===== src/rtl/instr_encoder.sv =====
// LEGv8 instruction encoder: packs D/CB/B fields plus a range-checked signed
// immediate into a 32-bit word and streams it out with a byte address.
module instr_encoder #(
   parameter int ADDR_W    = 8,
   parameter int BASE_ADDR = 0
) (
   input  logic              clk,
   input  logic              reset,
   input  logic              in_valid,
   output logic              in_ready,
   input  logic [1:0]        in_type,
   input  logic [10:0]       in_opcode,
   input  logic [4:0]        in_rn,
   input  logic [4:0]        in_rt,
   input  logic [63:0]       in_imm,
   output logic              out_valid,
   input  logic              out_ready,
   output logic [31:0]       out_instr,
   output logic [ADDR_W-1:0] out_addr,
   output logic              range_err,
   output logic [7:0]        err_count,
   output logic [15:0]       word_count
);

   localparam logic [1:0] TYPE_D  = 2'b00;
   localparam logic [1:0] TYPE_CB = 2'b01;
   localparam logic [1:0] TYPE_B  = 2'b10;
   localparam logic [ADDR_W-1:0] BASE = ADDR_W'(BASE_ADDR);
   localparam logic [ADDR_W-1:0] STEP = ADDR_W'(4);

   // The immediate fits when every bit above the field equals the field's sign bit.
   function automatic logic imm_fits(input logic [1:0] t, input logic [63:0] imm);
      logic ok;
      case (t)
         TYPE_D:  ok = (imm[63:8]  == {56{imm[8]}});
         TYPE_CB: ok = (imm[63:18] == {46{imm[18]}});
         TYPE_B:  ok = (imm[63:25] == {39{imm[25]}});
         default: ok = 1'b0;
      endcase
      return ok;
   endfunction

   function automatic logic [31:0] encode(input logic [1:0] t, input logic [10:0] op,
                                          input logic [4:0] rn, input logic [4:0] rt,
                                          input logic [63:0] imm);
      logic [31:0] w;
      case (t)
         TYPE_D:  w = {op, imm[8:0], 2'b00, rn, rt};
         TYPE_CB: w = {8'b1011_0100, imm[18:0], rt};
         TYPE_B:  w = {6'b00_0101, imm[25:0]};
         default: w = 32'h0000_0000;
      endcase
      return w;
   endfunction

   logic              out_valid_q, out_valid_d;
   logic [31:0]       out_instr_q, out_instr_d;
   logic [ADDR_W-1:0] out_addr_q,  out_addr_d;
   logic [ADDR_W-1:0] wr_addr_q,   wr_addr_d;
   logic              range_err_q, range_err_d;
   logic [7:0]        err_count_q, err_count_d;
   logic [15:0]       word_count_q, word_count_d;

   logic accept_s, fits_s, pass_s, fail_s, hs_s;

   assign in_ready = !out_valid_q || out_ready;
   assign accept_s = in_valid && in_ready;
   assign fits_s   = imm_fits(in_type, in_imm);
   assign pass_s   = accept_s && fits_s;
   assign fail_s   = accept_s && !fits_s;
   assign hs_s     = out_valid_q && out_ready;

   // Next-state for the output register, write address and counters.
   always_comb begin
      out_valid_d  = out_valid_q;
      out_instr_d  = out_instr_q;
      out_addr_d   = out_addr_q;
      wr_addr_d    = wr_addr_q;
      word_count_d = word_count_q;
      err_count_d  = err_count_q;
      range_err_d  = fail_s;

      if (hs_s) begin
         wr_addr_d    = wr_addr_q + STEP;
         word_count_d = word_count_q + 16'd1;
         out_valid_d  = 1'b0;
      end else begin
         wr_addr_d    = wr_addr_q;
      end

      // A loaded word takes the address after any handoff happening this cycle.
      if (pass_s) begin
         out_valid_d = 1'b1;
         out_instr_d = encode(in_type, in_opcode, in_rn, in_rt, in_imm);
         out_addr_d  = wr_addr_d;
      end else begin
         out_instr_d = out_instr_q;
      end

      if (fail_s && (err_count_q != 8'hFF)) begin
         err_count_d = err_count_q + 8'd1;
      end else begin
         err_count_d = err_count_q;
      end
   end

   // State registers with synchronous reset; a held word is dropped uncounted.
   always_ff @(posedge clk) begin
      if (reset) begin
         out_valid_q  <= 1'b0;
         out_instr_q  <= 32'h0000_0000;
         out_addr_q   <= BASE;
         wr_addr_q    <= BASE;
         range_err_q  <= 1'b0;
         err_count_q  <= 8'd0;
         word_count_q <= 16'd0;
      end else begin
         out_valid_q  <= out_valid_d;
         out_instr_q  <= out_instr_d;
         out_addr_q   <= out_addr_d;
         wr_addr_q    <= wr_addr_d;
         range_err_q  <= range_err_d;
         err_count_q  <= err_count_d;
         word_count_q <= word_count_d;
      end
   end

   assign out_valid  = out_valid_q;
   assign out_instr  = out_instr_q;
   assign out_addr   = out_addr_q;
   assign range_err  = range_err_q;
   assign err_count  = err_count_q;
   assign word_count = word_count_q;

endmodule


===== config.mk =====
export PLATFORM = sky130hd
export DESIGN_NAME = instr_encoder
export DESIGN_NICKNAME = d
export VERILOG_FILES = /design/src/rtl/instr_encoder.sv
export SDC_FILE = /design/constraint.sdc
export NUM_CORES = 1
export LEC_CHECK = 0
export ABC_CLOCK_PERIOD_IN_PS = 4000
export CAP_MARGIN = 5
export CORE_ASPECT_RATIO = 0.7
export CORE_UTILIZATION = 44
export DETAILED_ROUTE_END_ITERATION = 12
export PLACE_DENSITY_LB_ADDON = 0.2
export SYNTH_ARGS = -nofsm -noshare
export SYNTH_HDL_FRONTEND = slang
export SYNTH_SLANG_ARGS = --single-unit

===== constraint.sdc =====
create_clock -name clk -period 4 [get_ports clk]
set_clock_uncertainty 0.2 [all_clocks]
set_input_delay 0.8 -clock clk [delete_from_list [all_inputs] [get_ports clk]]
set_output_delay 0.8 -clock clk [all_outputs]
set_load 0.05 [all_outputs]

==> summary.md <==
| Metric | Value |
|---|---|
| Synthesis-to-layout area growth | `50.2%` |
| Post-CTS repair timing setup buffer count | `0` |
| Core Region | `8580 sq um` |
| Pwr Density | `299 nW/um^2` |
| Max Clk Rate | `282 MHz` |
| Critical R2R Launch | `out_valid` |
| Placed cell area | `5630 sq um` |
| Vias in the first global route | `4002` |
| Via count | `4145` |
| Minimum clock period | `3.54 ns` |
| Gp weighted congestion | `0.909` |
| Flop and latch count out of synthesis | `70` |
| Syn. warnings | `0` |
| CP peak stage delay | `0.65 ns` |
| CTS Buffer Depth | `2` |
| Worst path depth | `8` |
| Max Cap Viol | `0` |
| RSZ-0062 raised after global routing | `no` |
| Synth top area cells | `dfxtp_1, mux2i_1, nor2_1` |
| Slowest CP cell | `clkdlybuf4s50_1` |
| Std-Cell Rows | `28` |
| Slew HR | `0.625` |
| CP Capture Point | `err_count[5]` |
| Final Power | `1.78 mW` |
| Required @ worst endpoint | `4.02 ns` |
| Fin area | `5950 sq um` |
| Syn avg cell area | `8.65 sq um` |
| Share of post-route cells with drive strength above 1 | `0.0934` |
| Bufs and invs on worst path | `1` |
| CP arrival | `3.56 ns` |
| Cell family with most CP delay | `simple AND/OR/NAND/NOR gates` |
| DPL Wire Length | `8910 um` |
| Starting density of the core | `0.462` |
| Leakage power | `2.32 nW` |
| Critical path class | `in2reg` |
| Clock transition at the registers of the reported paths | `0.05 ns` |
| Startpoint class of the critical path | `input pin` |
| Drt pass-1 iters | `8` |
| Final Setup Violations | `0` |
| Tightest Hold Check Type | `reg2reg` |
| Fin. Hold Viols | `0` |
| Fin Setup TNS | `0 ns` |
| Level count of the clock H-tree | `3` |
| Clk_lat worst skew | `0.33 ns` |
| Global route overflow | `0` |
| Element type at the critical path end | `flop` |
| Antenna violations before repair | `0` |
| Drt drc | `0` |
| Syn Std Cell Area | `3960 sq um` |
| Die height | `81.4 um` |
| Synth top area share | `0.354` |
| Die X | `115 um` |
| Cts bufs inserted | `9` |
| Final ANT Viol Nets | `0` |
| Leading area contributor after synthesis | `dfxtp_1` |
| Total track usage | `0.266` |
| CP startpoint | `in_imm[8]` |
| Reg2reg end | `word_count[14]` |
| Slew @ Worst Pin | `0.560 ns` |
| Netlist cell types | `58` |
| Crit path cell chain | `clkdlybuf4s50_1, or3_1, nor4_1, o22ai_1, nor4_4, nor2_2, and4_4, mux2_4` |
| Die ar. | `9400 sq um` |
| WHS | `0.262 ns` |
| CTS tree | `yes` |
| Nets | `704` |
| # resized after CTS | `0` |
| Status | `finished clean` |
| Vias/cell | `5.68` |
| Clk root buf | `clkbuf_16` |
| Diode count | `0` |
| DRT iter0 DRCs | `298` |
| First-pass GRT wire length | `19200 um` |
| Worst reg2reg setup slack | `1.75 ns` |
| CTS sink count | `70` |
| Routed WL | `12000 um` |
| Critical path fanouts, max | `11` |
| IO Count | `158` |
| Share of the yosys chip area belonging to registers | `0.354` |
| Hold-fix buffers, CTS | `0` |
| Finished Core Util | `0.693` |
| Peak supply drop | `0.286 mV` |
| Crit share post-route | `0.886` |
| Drt wl/cell | `16.4 um` |
| Slew Limit Fails | `0` |
| Filler cells | `697` |
| Cells after synthesis | `458` |
| IO buf count | `155` |
| Worst R2R Path Depth | `5` |
| Largest net degree at the start of global routing | `55` |
[area by class of cell]
| cell class | instances | area (sq um) | area share |
|---|---|---|---|
| clock buffer | 11 | 253 | 0.0425 |
| multi-input combinational | 339 | 2370 | 0.398 |
| sequential | 70 | 1400 | 0.235 |
| inverter | 23 | 86.3 | 0.0145 |
| clock inverter | 4 | 70.1 | 0.0118 |
| timing repair buffer | 163 | 1620 | 0.272 |
| tap | 120 | 150 | 0.0252 |
[logic make-up after synthesis]
family          share of synthesized area
simple gates                        0.306
other cells                      0.000946
fa+ha+maj                          0.0221
mux                                0.0881
xor+xnor                           0.0287
compound gates                      0.149
flops                               0.354
buf+inv                            0.0515
[report_power, final]
part | switching, mW | leakage, nW | internal, mW | total [mW]
logic | 0.106 | 1.59 | 0.112 | 0.218
registers | 0.00289 | 0.564 | 0.700 | 0.703
clock network | 0.287 | 0.161 | 0.574 | 0.860
total | 0.395 | 2.32 | 1.39 | 1.78
[sequential cells by signal, indices dropped and copies added, names as in the netlist]
register and cells:
range_err 1, out_valid 1, out_instr 32, word_count 16, out_addr 6, wr_addr_q 6, err_count 8
[routing by layer]
metal	wire [um]	GRT usage	up-vias	share of wire
met5	0	0	-	0
met4	201	0.0948	0	0.017
met3	1180	0.0836	20	0.099
met2	5560	0.436	199	0.46
met1	5040	0.329	1935	0.42
li1	-	-	1991	-
[cell usage after synthesis, drive strengths merged]
library cell and number:
mux2i 21, and4b 1, or3 9, xnor2 2, inv 23, nand3b 1, mux2 10, xor2 11
nor3b 4, and2 2, buf 8, clkbuf 19, a222oi 17, a2111oi 1, a32oi 3, dfxtp 70
o21ai 9, or4 7, o2bb2ai 1, a211oi 4, o22ai 2, nor3 28, o311ai 1, a221oi 10
nor2b 26, nand2 27, nand2b 4, o31ai 1, nand4b 1, o41ai 1, and3 9, nand4 15
nand3 17, conb 1, a2bb2oi 1, a21oi 15, o221ai 1, nor4 13, and4 2, ha 7
nor4b 1, nor2 47, or2 5
[worst reg2reg max path, stage by stage, from the launching register on]
cell and delay, ns:
dfxtp_1 0.35, and2_1 0.41, and3_1 0.26, nand4_1 0.34
or3_1 0.46, a21oi_1 0.16
[layout by cell type (no fill, tap or decap), drive strengths merged, types with 11 or more instances in the layout]
cell	count
clkbuf	11
clkdlybuf4s50	154
a21oi	15
nand4	15
nand2	27
nor3	28
xor2	11
nor2	47
nand3	17
mux2i	21
nor2b	26
a222oi	17
dfxtp	70
inv	23
nor4	13
[how the worst min path moves through the flow]
stage	start	end	slack, ns	depth (start not counted)
finish	out_instr[30]	out_instr[30]	0.26	2
global route	out_instr[30]	out_instr[30]	0.29	2
CTS	out_instr[27]	out_instr[27]	0.26	2
detailed placement	out_instr[27]	out_instr[27]	0.25	2
global placement	out_instr[30]	out_instr[30]	0.24	2
floorplan	wr_addr_q[7]	wr_addr_q[7]	0.26	2
[stage by stage]
stage / setup WS [ns] / cells
3_5_place_dp: 0.180 / 715
4_1_cts: 0.519 / 730
3_3_place_gp: 0.235 / 715
5_1_grt: 0.280 / 730
2_1_floorplan: 0.899 / 459
6_report: 0.456 / 730
(Power assumes the default switching activity.)
